**src/rtl/alu_pipeline_pkg.sv**
```systemverilog
`default_nettype none
// ============================================================================
// Module      : alu_pipeline_pkg
// Description : Shared types for the back-pressured ALU pipeline. Holds the
//               ALU function select encoding and the select width.
// Ports       : none (package)
// Revision    : 1.0 - initial release
// ============================================================================
package alu_pipeline_pkg;

    localparam int c_SEL_W = 3;

    typedef enum logic [c_SEL_W-1:0] {
        c_OP_ADD  = 3'd0,
        c_OP_SUB  = 3'd1,
        c_OP_AND  = 3'd2,
        c_OP_OR   = 3'd3,
        c_OP_XOR  = 3'd4,
        c_OP_SLL  = 3'd5,
        c_OP_SRL  = 3'd6,
        c_OP_PASS = 3'd7
    } alu_op_e;

endpackage : alu_pipeline_pkg
`default_nettype wire

```
**src/rtl/alu_pipeline_core.sv**
```systemverilog
`default_nettype none
// ============================================================================
// Module      : alu_core
// Description : Combinational 8-function ALU with sign and zero flags.
// Ports       : op1, op2 - operands (DWIDTH)
//               sel      - function select (alu_op_e encoding)
//               res      - result (DWIDTH)
//               neg      - result MSB
//               zero     - result is all zeros
// Revision    : 1.0 - initial release
// ============================================================================
module alu_core
    import alu_pipeline_pkg::*;
#(
    parameter int DWIDTH = 32
) (
    input  logic [DWIDTH-1:0]  op1,
    input  logic [DWIDTH-1:0]  op2,
    input  logic [c_SEL_W-1:0] sel,
    output logic [DWIDTH-1:0]  res,
    output logic               neg,
    output logic               zero
);

    localparam int c_SH_W = $clog2(DWIDTH);

    // Only the low log2(DWIDTH) bits of op2 form the shift amount; the
    // upper bits are ignored so shifts never exceed the word width.
    logic [c_SH_W-1:0] w_shamt;
    logic [DWIDTH-1:0] w_res;

    assign w_shamt = op2[c_SH_W-1:0];

    always_comb begin
        w_res = '0;
        case (alu_op_e'(sel))
            c_OP_ADD:  w_res = op1 + op2;
            c_OP_SUB:  w_res = op1 - op2;
            c_OP_AND:  w_res = op1 & op2;
            c_OP_OR:   w_res = op1 | op2;
            c_OP_XOR:  w_res = op1 ^ op2;
            c_OP_SLL:  w_res = op1 << w_shamt;
            c_OP_SRL:  w_res = op1 >> w_shamt;
            c_OP_PASS: w_res = op1;
            default:   w_res = op1;
        endcase
    end

    assign res  = w_res;
    assign neg  = w_res[DWIDTH-1];
    assign zero = (w_res == '0);

endmodule : alu_core
`default_nettype wire

```
**src/rtl/alu_pipeline.sv**
```systemverilog
`default_nettype none
// ============================================================================
// Module      : alu_pipeline
// Description : Valid/ready ALU pipeline. The ALU evaluates ahead of stage 0;
//               result and flags then travel through STAGES register stages
//               with collapsing bubbles and a combinational ready chain.
// Ports       : clk, rst         - clock, synchronous active-low reset
//               in_valid_i/in_ready_o   - input handshake
//               op1_i, op2_i, sel_i     - operands and function select
//               out_valid_o/out_ready_i - output handshake
//               res_o, neg_o, zero_o    - result and its flags
//               occ_o             - number of ops in flight
// Revision    : 1.0 - initial release
// ============================================================================
module alu_pipeline
    import alu_pipeline_pkg::*;
#(
    parameter int DWIDTH = 32,
    parameter int STAGES = 3
) (
    input  logic                        clk,
    input  logic                        rst,
    input  logic                        in_valid_i,
    output logic                        in_ready_o,
    input  logic [DWIDTH-1:0]           op1_i,
    input  logic [DWIDTH-1:0]           op2_i,
    input  logic [c_SEL_W-1:0]          sel_i,
    output logic                        out_valid_o,
    input  logic                        out_ready_i,
    output logic [DWIDTH-1:0]           res_o,
    output logic                        neg_o,
    output logic                        zero_o,
    output logic [$clog2(STAGES+1)-1:0] occ_o
);

    localparam int c_OCC_W = $clog2(STAGES + 1);
    localparam int c_LAST  = STAGES - 1;

    typedef struct packed {
        logic              valid;
        logic              neg;
        logic              zero;
        logic [DWIDTH-1:0] res;
    } stage_t;

    logic [DWIDTH-1:0]  w_alu_res;
    logic               w_alu_neg;
    logic               w_alu_zero;
    stage_t             w_stage_in;
    stage_t             r_stage [STAGES];
    logic [STAGES-1:0]  w_load;
    logic               w_in_xfer;
    logic               w_out_xfer;
    logic [c_OCC_W-1:0] r_occ;

    alu_core #(
        .DWIDTH (DWIDTH)
    ) u_alu_core (
        .op1  (op1_i),
        .op2  (op2_i),
        .sel  (sel_i),
        .res  (w_alu_res),
        .neg  (w_alu_neg),
        .zero (w_alu_zero)
    );

    // Stage 0 always samples the ALU when it loads; the valid bit decides
    // whether the captured value is a real op or a bubble.
    assign w_stage_in = {in_valid_i, w_alu_neg, w_alu_zero, w_alu_res};

    // Ready chain, walked from the output back toward the input. A stage may
    // load if it is empty or its successor is loading, which is what lets
    // interior bubbles collapse while the output is stalled.
    always_comb begin
        w_load         = '0;
        w_load[c_LAST] = !r_stage[c_LAST].valid || out_ready_i;
        for (int k = STAGES - 2; k >= 0; k--) begin
            w_load[k] = !r_stage[k].valid || w_load[k+1];
        end
    end

    generate
        for (genvar k = 0; k < STAGES; k++) begin : g_stage
            if (k == 0) begin : g_first
                always_ff @(posedge clk) begin
                    if (!rst) begin
                        r_stage[k] <= '0;
                    end else if (w_load[k]) begin
                        r_stage[k] <= w_stage_in;
                    end
                end
            end else begin : g_rest
                always_ff @(posedge clk) begin
                    if (!rst) begin
                        r_stage[k] <= '0;
                    end else if (w_load[k]) begin
                        r_stage[k] <= r_stage[k-1];
                    end
                end
            end
        end
    endgenerate

    assign w_in_xfer  = in_valid_i && w_load[0];
    assign w_out_xfer = r_stage[c_LAST].valid && out_ready_i;

    // Occupancy tracks transfers rather than summing valid bits, keeping the
    // count off the ready chain's combinational path.
    always_ff @(posedge clk) begin
        if (!rst) begin
            r_occ <= '0;
        end else if (w_in_xfer && !w_out_xfer) begin
            r_occ <= r_occ + c_OCC_W'(1);
        end else if (!w_in_xfer && w_out_xfer) begin
            r_occ <= r_occ - c_OCC_W'(1);
        end
    end

    assign in_ready_o  = w_load[0];
    assign out_valid_o = r_stage[c_LAST].valid;
    assign res_o       = r_stage[c_LAST].res;
    assign neg_o       = r_stage[c_LAST].neg;
    assign zero_o      = r_stage[c_LAST].zero;
    assign occ_o       = r_occ;

endmodule : alu_pipeline
`default_nettype wire

```
**config.mk**
```make
export PLATFORM = sky130hd
export DESIGN_NAME = alu_pipeline
export DESIGN_NICKNAME = d
export VERILOG_FILES = /design/src/rtl/alu_pipeline_pkg.sv /design/src/rtl/alu_pipeline_core.sv /design/src/rtl/alu_pipeline.sv
export SDC_FILE = /design/constraint.sdc
export NUM_CORES = 1
export LEC_CHECK = 0
export CAP_MARGIN = 15
export CORE_MARGIN = 3
export CORE_UTILIZATION = 25
export CTS_CLUSTER_DIAMETER = 200
export DETAILED_ROUTE_END_ITERATION = 7
export PLACE_DENSITY = 0.41
export SETUP_SLACK_MARGIN = 0.5
export SLEW_MARGIN = 10
export SYNTH_ARGS = -nofsm -noshare
export SYNTH_HDL_FRONTEND = slang
export SYNTH_HIERARCHICAL = 1
export SYNTH_SLANG_ARGS = --single-unit
```
**constraint.sdc**
```tcl
create_clock -name clk -period 11.81 [get_ports clk]
set_clock_uncertainty 0.15 [all_clocks]
set_input_delay 1.7715 -clock clk [delete_from_list [all_inputs] [get_ports clk]]
set_output_delay 1.7715 -clock clk [all_outputs]
set_load 0.02 [all_outputs]
```
==> run metrics, run 1 <==
Placeable Area=48100 um2; final worst-path cycle share=0.683; Core Rows=80; RSZ-0062 raised after global routing=false; min Tclk post-route=8060 ps; TNS Setup=0 ps; post-synthesis mux area share=0.133; Crit. End Element=register; worst r2r dst=occ_o[1]; Syn Inst Count=1403; Layout Nets=1621; met2 Usage GRT=0.333; clk buf depth=2; crit path cell chain=clkdlybuf4s50_1 > buf_4 > or2_2 > nor2_1 > nand2_1 > nor3_1 > and3_1 > nand2_1 > nor3_1 > a31oi_1 > xnor2_1 > ha_1 > a21oi_1 > o21ai_0 > a221o_1 > a21oi_1 > nor2_1 > o21ai_0 > nand4b_1 > nor4_1 > nand3_1 > nor4_2 > o2111a_1 > and3_1; final setup violation count=0; Clock Latency Late Sink=350 ps; final total power=0.00129 W; HP Class=reg -> reg; Max FO, Critical Path=45; fraction of the mapped netlist area in simple logic gates=0.194; met1 Track Usage GR=0.254; Die Wd=228 um; H-tree lvl count=3; Yosys top cell by area=edfxtp_1; Worst Reg-to-Reg Cells=6; CTS Buf Count=9; Detail Route Antenna Nets=0; min-delay src=r_stage[0][30]; Hold Violations, Final=0; FMAX=124 MHz; Peak VDD IR=0.0600 mV; area grow syn2layout=15.8%; worst reg2reg setup slack=9410 ps; largest cells by area after synthesis=edfxtp_1 (26%), ha_1 (10%), mux4_2 (5.3%); Post-Syn Area=12300 um2; grt peak-use layer=met2; GRT Overall Usage=0.197; Post-synth EDFFs=105; Post-Synth XOR/XNOR Area=0.0321; detailed-route via count=11600; sequential area share after synthesis=0.260; largest family of logic cells by synthesized area=compound AO/OA/AOI/OAI gates; CTS tree=built; Post-Syn Area per Cell=8.76 um2; DRT Pass-1 Iters=6; # resized after CTS=0; DR iter-0 viols=968; vias in the first global route=11400; Clock Tree Root=clkbuf_16; antenna cell count=0; Synth Area in Compound Gates=0.220; Placed Instance Area=14000 um2; via-per-instance ratio=5.51; CP required=11870 ps; Syn. warnings=6; first-pass GRT wire length=77.6 mm; drt wl/cell=25.0 um; largest net degree at the start of global routing=63; initial antenna violation count=3; WL final=52.9 mm; chip height=228 um; FF+latch count, synth=107; clk sinks=107; Pins Over Slew Limit=0; CP max stage delay=630 ps; Synth async-reset ratio=0; Synth Flop Type=edfxtp_1; PwrDens=91.0 nW/um2; # Max-Cap Violations=0; GPL Wtd Cong=0.992; Port Buffers=108; IO Pins=109; most frequent cells in the layout=nand2_1 (135), clkdlybuf4s50_1 (106), edfxtp_1 (105), ha_1 (98), o21ai_0 (90); filler cell count=5168; share of layout cells above drive strength 1=0.0886; Unique masters post-synth=85; fin area=14200 um2; status=complete, no violations; adder-cell area share of the yosys netlist=0.101; hold endpoint=r_stage[1][30]; post-DP HPWL=41.4 mm; Syn Nets=1573; Critical-path top delay cell=nor3_1; launch point of the worst reg-to-reg path=r_stage[2][34]; Worst-path clk slew=70 ps; cts hold-fix bufs=0; P_leak=5.78 nW; max_slew headroom=0.238; Yosys top cell area share=0.256; startpoint types=primary input; drt drc=0; Initial Util=0.255; worst hold path stage count=1; commonest non-fill, non-tap cell in the layout=nand2_1; worst hold slack=362 ps; Setup CP Type=in -> reg; met3 Track Usage GR=0.0279; crit path DAT=8130 ps; Tightest Pin Transition=1140 ps; grt total ovfl=0; Post-CTS Setup Repair Bufs=0; die footprint=51900 um2
## cells in the mapped netlist (6+ instances only)
cell type and instances:
a211oi_1 17, a21o_1 13, a21oi_1 65, a221o_1 9
a221oi_1 14, a22o_1 15, a22oi_1 15, a31oi_1 23
and2_1 79, and3_1 47, buf_1 10, buf_2 20
buf_6 7, clkbuf_1 59, edfxtp_1 105, ha_1 98
inv_1 69, mux2_2 24, mux2i_1 64, mux4_2 29
nand2_1 135, nand2b_1 18, nand3_1 26, nand4_1 10
nor2_1 73, nor2b_1 8, nor3_1 21, nor4_1 14
o2111ai_1 7, o211ai_1 13, o21a_1 8, o21ai_0 90
o221ai_1 8, o22ai_1 19, o31ai_1 8, or3_1 8
xnor2_1 39, xor2_1 6
## how the worst max path moves through the flow
stage / startpoint / endpoint / slack [ps] / depth (start not counted)
global route: op2_i[2] / r_stage[0][32] / 3170 / 24
global placement: op2_i[2] / r_stage[0][32] / 3630 / 24
finish: op2_i[2] / r_stage[0][32] / 3750 / 24
detailed placement: op2_i[2] / r_stage[0][32] / 3520 / 24
CTS: op2_i[2] / r_stage[0][32] / 3860 / 24
floorplan: op2_i[0] / r_stage[0][32] / 4920 / 26
## sequential cells by signal (all words and copies together) (netlist names)
signal	cells
occ_o	2
r_stage	105
## layout make-up
cell class / instances / area (um2) / share of cell area
Clock buffer: 9 / 225 / 0.0158
Tap cell: 656 / 821 / 0.0577
Sequential cell: 107 / 3190 / 0.224
Timing Repair Buffer: 137 / 1290 / 0.0907
Inverter: 72 / 270 / 0.0190
Clock inverter: 7 / 52.6 / 0.00369
Multi-Input combinational cell: 1124 / 8380 / 0.589
## metal layers
metal | up-vias | wire (um)
met4 | 4 | 2150
met1 | 5688 | 23000
met3 | 102 | 2790
li1 | 5390 | -
met5 | - | 27
met2 | 450 | 25000
## power breakdown
| part | total, W | internal, W | switching [W] |
|---|---|---|---|
| logic | 0.000566 | 0.000209 | 0.000357 |
| registers | 0.000451 | 0.000445 | 0.00000605 |
| clock network | 0.000278 | 0.000144 | 0.000133 |
| total | 0.00129 | 0.000798 | 0.000496 |
## worst max-delay path, delay by kind of cell
family | cells | cell delay (ps)
buffers and inverters | 2 | 670
AO/OA/AOI/OAI | 7 | 1660
AND/OR/NAND/NOR | 13 | 3460
XOR/XNOR | 1 | 170
adder cells (fa/ha/maj) | 1 | 380
## per-stage QoR
step	setup WS, ps	cells	utilization
after floorplan	4920	1403	-
after global placement	3630	2096	0.290
after detailed placement	3520	2096	0.290
after CTS	3860	2112	0.296
after global routing	3170	2112	0.296
final	3750	2112	0.296
## logic make-up after synthesis
group                    Yosys count
AO/OA/AOI/OAI                    393
buffers and inverters            172
AND/OR/NAND/NOR                  465
adder cells (fa/ha/maj)           99
multiplexers                     122
XOR/XNOR                          45
flip-flops                       107
Note: power is estimated with default switching activity, not from simulation.
==> inputs of run 2 (changes only) <==
clock period = 7.8 ns   (was 11.81 ns; I/O delays follow)
==> run 2 against run 1 <==
Net effect:
- design area increased by 0.18%
- utilization grew 0.052 points
- register-to-register slack lost 4000 ps
- final cell count shrank 0.19%
- routed wire length is 0.35% lower
- worst setup slack worse by 2700 ps
- sequential share of layout area about the same
- sequential cell count did not move
==> run metrics, run 2 (synthesized netlist as in run 1, its figures left out) <==
via-per-instance ratio=5.49 (-0.37%); Die Wd=228 um (unchanged); PwrDens=143 nW/um2 (+57%); Core Rows=80 (unchanged); Post-Layout Cell Count=2108 (-0.19%); DRT Pass-1 Iters=6 (unchanged); area grow syn2layout=16.0%; TNS Setup=0 ps (unchanged); die footprint=51900 um2 (unchanged); grt total ovfl=0 (unchanged); antenna cell count=0 (unchanged); RSZ-0062 raised after global routing=false; Clock Latency Late Sink=340 ps (about the same); detailed-route via count=11600 (-0.56%); CTS Buf Count=9 (unchanged); Clock Tree Root=clkbuf_16; drt wl/cell=25.0 um (-0.16%); Hold Violations, Final=0 (unchanged); HP Class=reg -> reg; DR iter-0 viols=950 (-1.9%); CP required=7860 ps (-4010 ps); clk buf depth=2 (unchanged); Layout Nets=1618 (-0.19%); IO Pins=109 (unchanged); commonest non-fill, non-tap cell in the layout=nand2_1; WL final=52.7 mm (-0.35%); post-DP HPWL=41.4 mm (+0.10%); Crit. End Element=register; cts hold-fix bufs=0 (unchanged); Tightest Pin Transition=1080 ps (-65.9 ps); max_slew headroom=0.273 (+0.0348); max FFs per register=105 (unchanged); GRT Overall Usage=0.196 (-0.000812); FMAX=149 MHz; Reg with most FFs=r_stage; Worst-path clk slew=70 ps (about the same); share of layout cells above drive strength 1=0.0861 (-0.00251); first-pass GRT wire length=77.7 mm (about the same); CP max stage delay=540 ps (-90 ps); Max FO, Critical Path=29 (-36%); status=complete, no violations; Post-CTS Setup Repair Bufs=0 (unchanged); Placeable Area=48100 um2 (unchanged); Pins Over Slew Limit=0 (unchanged); Peak VDD IR=0.0945 mV (+57%); GPL Wtd Cong=0.972 (-2.1%); crit path DAT=6770 ps (-1360 ps); Critical-path top delay cell=inv_2; Initial Util=0.255 (unchanged); crit path cell chain=buf_2 > inv_2 > ha_1 > nand3_1 > nor3_1 > nand2_1 > o31ai_1 > xnor2_1 > ha_1 > a21o_1 > a221o_1 > a21o_1 > a41oi_1 > o2111ai_1 > nand2_1 > xor2_1 > o2111ai_1 > nor4_1 > o2111a_1 > and3_1; initial antenna violation count=1 (-2); most frequent cells in the layout=nand2_1 (135), clkdlybuf4s50_1 (105), edfxtp_1 (105), ha_1 (98), o21ai_0 (90); # Max-Cap Violations=0 (unchanged); chip height=228 um (unchanged); startpoint types=primary input; final setup violation count=0 (unchanged); Setup CP Type=in -> reg; largest net degree at the start of global routing=73 (+16%); CTS tree=built; fin worst setup slack=1090 ps (-2660 ps); Port Buffers=108 (unchanged); drt drc=0 (unchanged); min Tclk post-route=6710 ps; P_leak=5.78 nW (about the same); vias in the first global route=11300 (-1.1%); dpl ws=652 ps (-2870 ps); H-tree lvl count=3 (unchanged); Inst Count DP=2093 (-0.14%); Detail Route Antenna Nets=0 (unchanged); clk sinks=107 (unchanged); final worst-path cycle share=0.860
[run 2: metrics by stage]
step	total power [W]	hold slack, ps	cell area (um2)	util
3_5_place_dp	0.00154	352	13900	0.289
3_3_place_gp	0.00154	343	13900	0.289
5_1_grt	0.00214	381	14300	0.296
4_1_cts	0.00205	364	14300	0.296
2_1_floorplan	0.00121	347	12300	-
6_report	0.00204	347	14300	0.296
[run 2: critical path: cells and delay by family]
family                     cells  cell delay (ps)
buffers and inverters          2              650
adders and majority gates      2              750
AOI/OAI and AO/OA              8             2270
and+or+nand+nor                6             1560
xor gates and xnor gates       2              340
[run 2: path summary, 6_finish.rpt]
| kind | slack [ps] | depth (start not counted) | endpoint | from |
|---|---|---|---|---|
| min | 350 | 2 | occ_o[1] | occ_o[1] |
| min reg2reg | 350 | 2 | occ_o[1] | occ_o[1] |
| max reg2reg | 5390 | 6 | occ_o[1] | r_stage[2][34] |
| max | 1090 | 20 | r_stage[0][32] | op2_i[0] |
[run 2: power by group]
group / switching, W / internal [W]
clock network: 0.000191 / 0.000310
registers: 0.00000868 / 0.000674
logic: 0.000541 / 0.000316
total: 0.000740 / 0.00130
[run 2: final cells by class]
type	count	area [um2]
timing repair buffer	134	1260
inverter	72	270
multi-input combinational	1124	8380
sequential	107	3190
clock buffer	9	225
tap	656	821
clock inverter	6	105
fill	5146	33900
[run 2: layer usage]
metal  global-route usage  vias up  share of wire
li1                     -     5372              -
met2                0.330      413           0.47
met3               0.0196       93          0.045
met4               0.0737        2          0.041
met5                    0        -        0.00036
met1                0.260     5689           0.44
[run 2: timing repair]
action,CTS,global route
endpoints found under the setup margin,0,1
endpoints found under the hold margin,0,0
resized for setup,0,1
==> inputs of run 3 (changes only) <==
GPL_ROUTABILITY_DRIVEN = 0   (was not set)
==> run 3 against run 2 <==
Net effect:
- clock power decreased by 4.8%
- utilization about the same
- sequential share of layout area about the same
- sequential cell count unchanged
- worst setup slack got worse by 190 ps
- combinational power decreased by 0.5%
- critical endpoint unchanged
==> run metrics, run 3 (synthesized netlist as in run 1, its figures left out) <==
Post-CTS Setup Repair Bufs=0 (unchanged); clk buf depth=2 (unchanged); worst hold slack=352 ps (+5.26 ps); Hold Violations, Final=0 (unchanged); Worst-path clk slew=80 ps (about the same); final total power=0.00201 W (-1.4%); DRT met1 WL=22.6 mm (-3.8%); Detail Route Antenna Nets=0 (unchanged); TNS Setup=0 ps (unchanged); Core Rows=80 (unchanged); DRT Pass-1 Iters=6 (unchanged); commonest non-fill, non-tap cell in the layout=nand2_1; highest routing layer actually used=met4; Port Buffers=108 (unchanged); max_slew headroom=0.242 (-0.0305); crit path cell chain=clkdlybuf4s50_1 > nor2_1 > nand3_1 > nor3_1 > nand2_1 > o31ai_1 > xnor2_1 > ha_1 > a21o_1 > a221o_1 > a21o_1 > a41oi_2 > nor4_1 > nor4_1 > nand2_1 > or4_1 > nor4_1 > o2111a_1 > and3_1; DR WL met2=23.3 mm (-5.7%); Initial Util=0.255 (unchanged); worst reg2reg setup slack=5370 ps (-20 ps); Clock Tree Root=clkbuf_16; P_leak=5.80 nW (+0.22%); Max FO, Critical Path=12 (-59%); PwrDens=141 nW/um2 (-1.6%); final setup violation count=0 (unchanged); Clock Latency Late Sink=350 ps (about the same); CTS Buf Count=9 (unchanged); CP max stage delay=560 ps (+20 ps); Setup CP Type=in -> reg; WL final=50.8 mm (-3.5%); Critical-path top delay cell=or4_1; RSZ-0062 raised after global routing=false; status=complete, no violations; max FFs per register=105 (unchanged); wire length on met3=2.73 mm (+14%); Peak VDD IR=0.101 mV (+6.9%); IO Pins=109 (unchanged); most frequent cells in the layout=nand2_1 (135), clkdlybuf4s50_1 (106), edfxtp_1 (105), ha_1 (98), o21ai_0 (90); H-tree lvl count=3 (unchanged); chip height=228 um (unchanged); area grow syn2layout=16.2%; FMAX=145 MHz (-2.8%); # Max-Cap Violations=0 (unchanged); CTS tree=built; CP required=7850 ps (about the same); startpoint types=primary input; drt drc=0 (unchanged); GRT Overall Usage=0.188 (-0.00786); detailed-route via count=11600 (+0.68%); initial antenna violation count=0 (-1); crit path DAT=6960 ps (+190 ps); vias in the first global route=11400 (+0.88%); DR iter-0 viols=1204 (+27%); HP Class=reg -> reg; Placeable Area=48100 um2 (unchanged); cts hold-fix bufs=0 (unchanged); antenna cell count=0 (unchanged); share of layout cells above drive strength 1=0.0900 (+0.00388); post-DP HPWL=39.9 mm (-3.8%); Worst Reg-to-Reg Cells=6 (unchanged); via-per-instance ratio=5.52 (+0.49%); clk sinks=107 (unchanged); largest net degree at the start of global routing=52 (-29%); final worst-path cycle share=0.885 (+0.0249); drt wl/cell=24.1 um (-3.7%); worst hold path stage count=1 (-1); dpl ws=430 ps (-222 ps); grt total ovfl=0 (unchanged); Tightest Pin Transition=1120 ps (+45.2 ps); Reg with most FFs=r_stage; Pins Over Slew Limit=0 (unchanged); Die Wd=228 um (unchanged); Crit. End Element=register; die footprint=51900 um2 (unchanged); first-pass GRT wire length=75.5 mm (-2.7%); fin worst setup slack=896 ps (-194 ps); Most common cell on crit path=nor4_1; min Tclk post-route=6900 ps (+194 ps); Layout Nets=1621 (+0.19%)
## run 3: worst max-delay path: cells and delay by family
kind	cells	cell delay, ps
AOI/OAI and AO/OA	6	1660
xor gates and xnor gates	1	110
adders and majority gates	1	430
buffers and inverters	1	470
and+or+nand+nor	10	3110
## run 3: per-layer routing
layer  up-vias  track usage
li1       5383            -
met1      5671        0.253
met2       486        0.310
met3       108       0.0193
met4         0       0.0768
met5         -            0
## run 3: area by class of cell
cell class,count,area [um2]
repair buffers,137,1290
fillers,5144,33900
inverters,72,272
clock buffers,9,225
clock inverters,7,92.6
multi-input cells,1124,8390
well taps,656,821
flip-flops and latches,107,3190
## run 3: report_power, final
group	leakage, nW	internal, W	total, W	switching (W)
sequential	1.28	0.000673	0.000682	0.00000943
combinational	4.36	0.000317	0.000853	0.000535
clock	0.155	0.000258	0.000476	0.000218
## run 3: metrics by stage
| step | std cells | cell area (um2) | utilization |
|---|---|---|---|
| after floorplan | 1403 | 12300 | - |
| after global placement | 2095 | 13900 | 0.290 |
| after detailed placement | 2095 | 13900 | 0.290 |
| after CTS | 2111 | 14300 | 0.296 |
| after global routing | 2112 | 14300 | 0.297 |
| final | 2112 | 14300 | 0.297 |
## run 3: what timing repair did
| item | 4_1_cts | 5_1_grt |
|---|---|---|
| gates resized for setup | 0 | 3 |
| endpoints found under the setup margin | 0 | 1 |
| hold endpoints to repair | 0 | 0 |
## run 3: worst paths after layout
kind                        from              to
setup / recovery        op2_i[3]  r_stage[0][32]
hold / removal    r_stage[0][32]  r_stage[1][32]
setup reg to reg  r_stage[2][34]        occ_o[1]
hold reg to reg   r_stage[0][32]  r_stage[1][32]
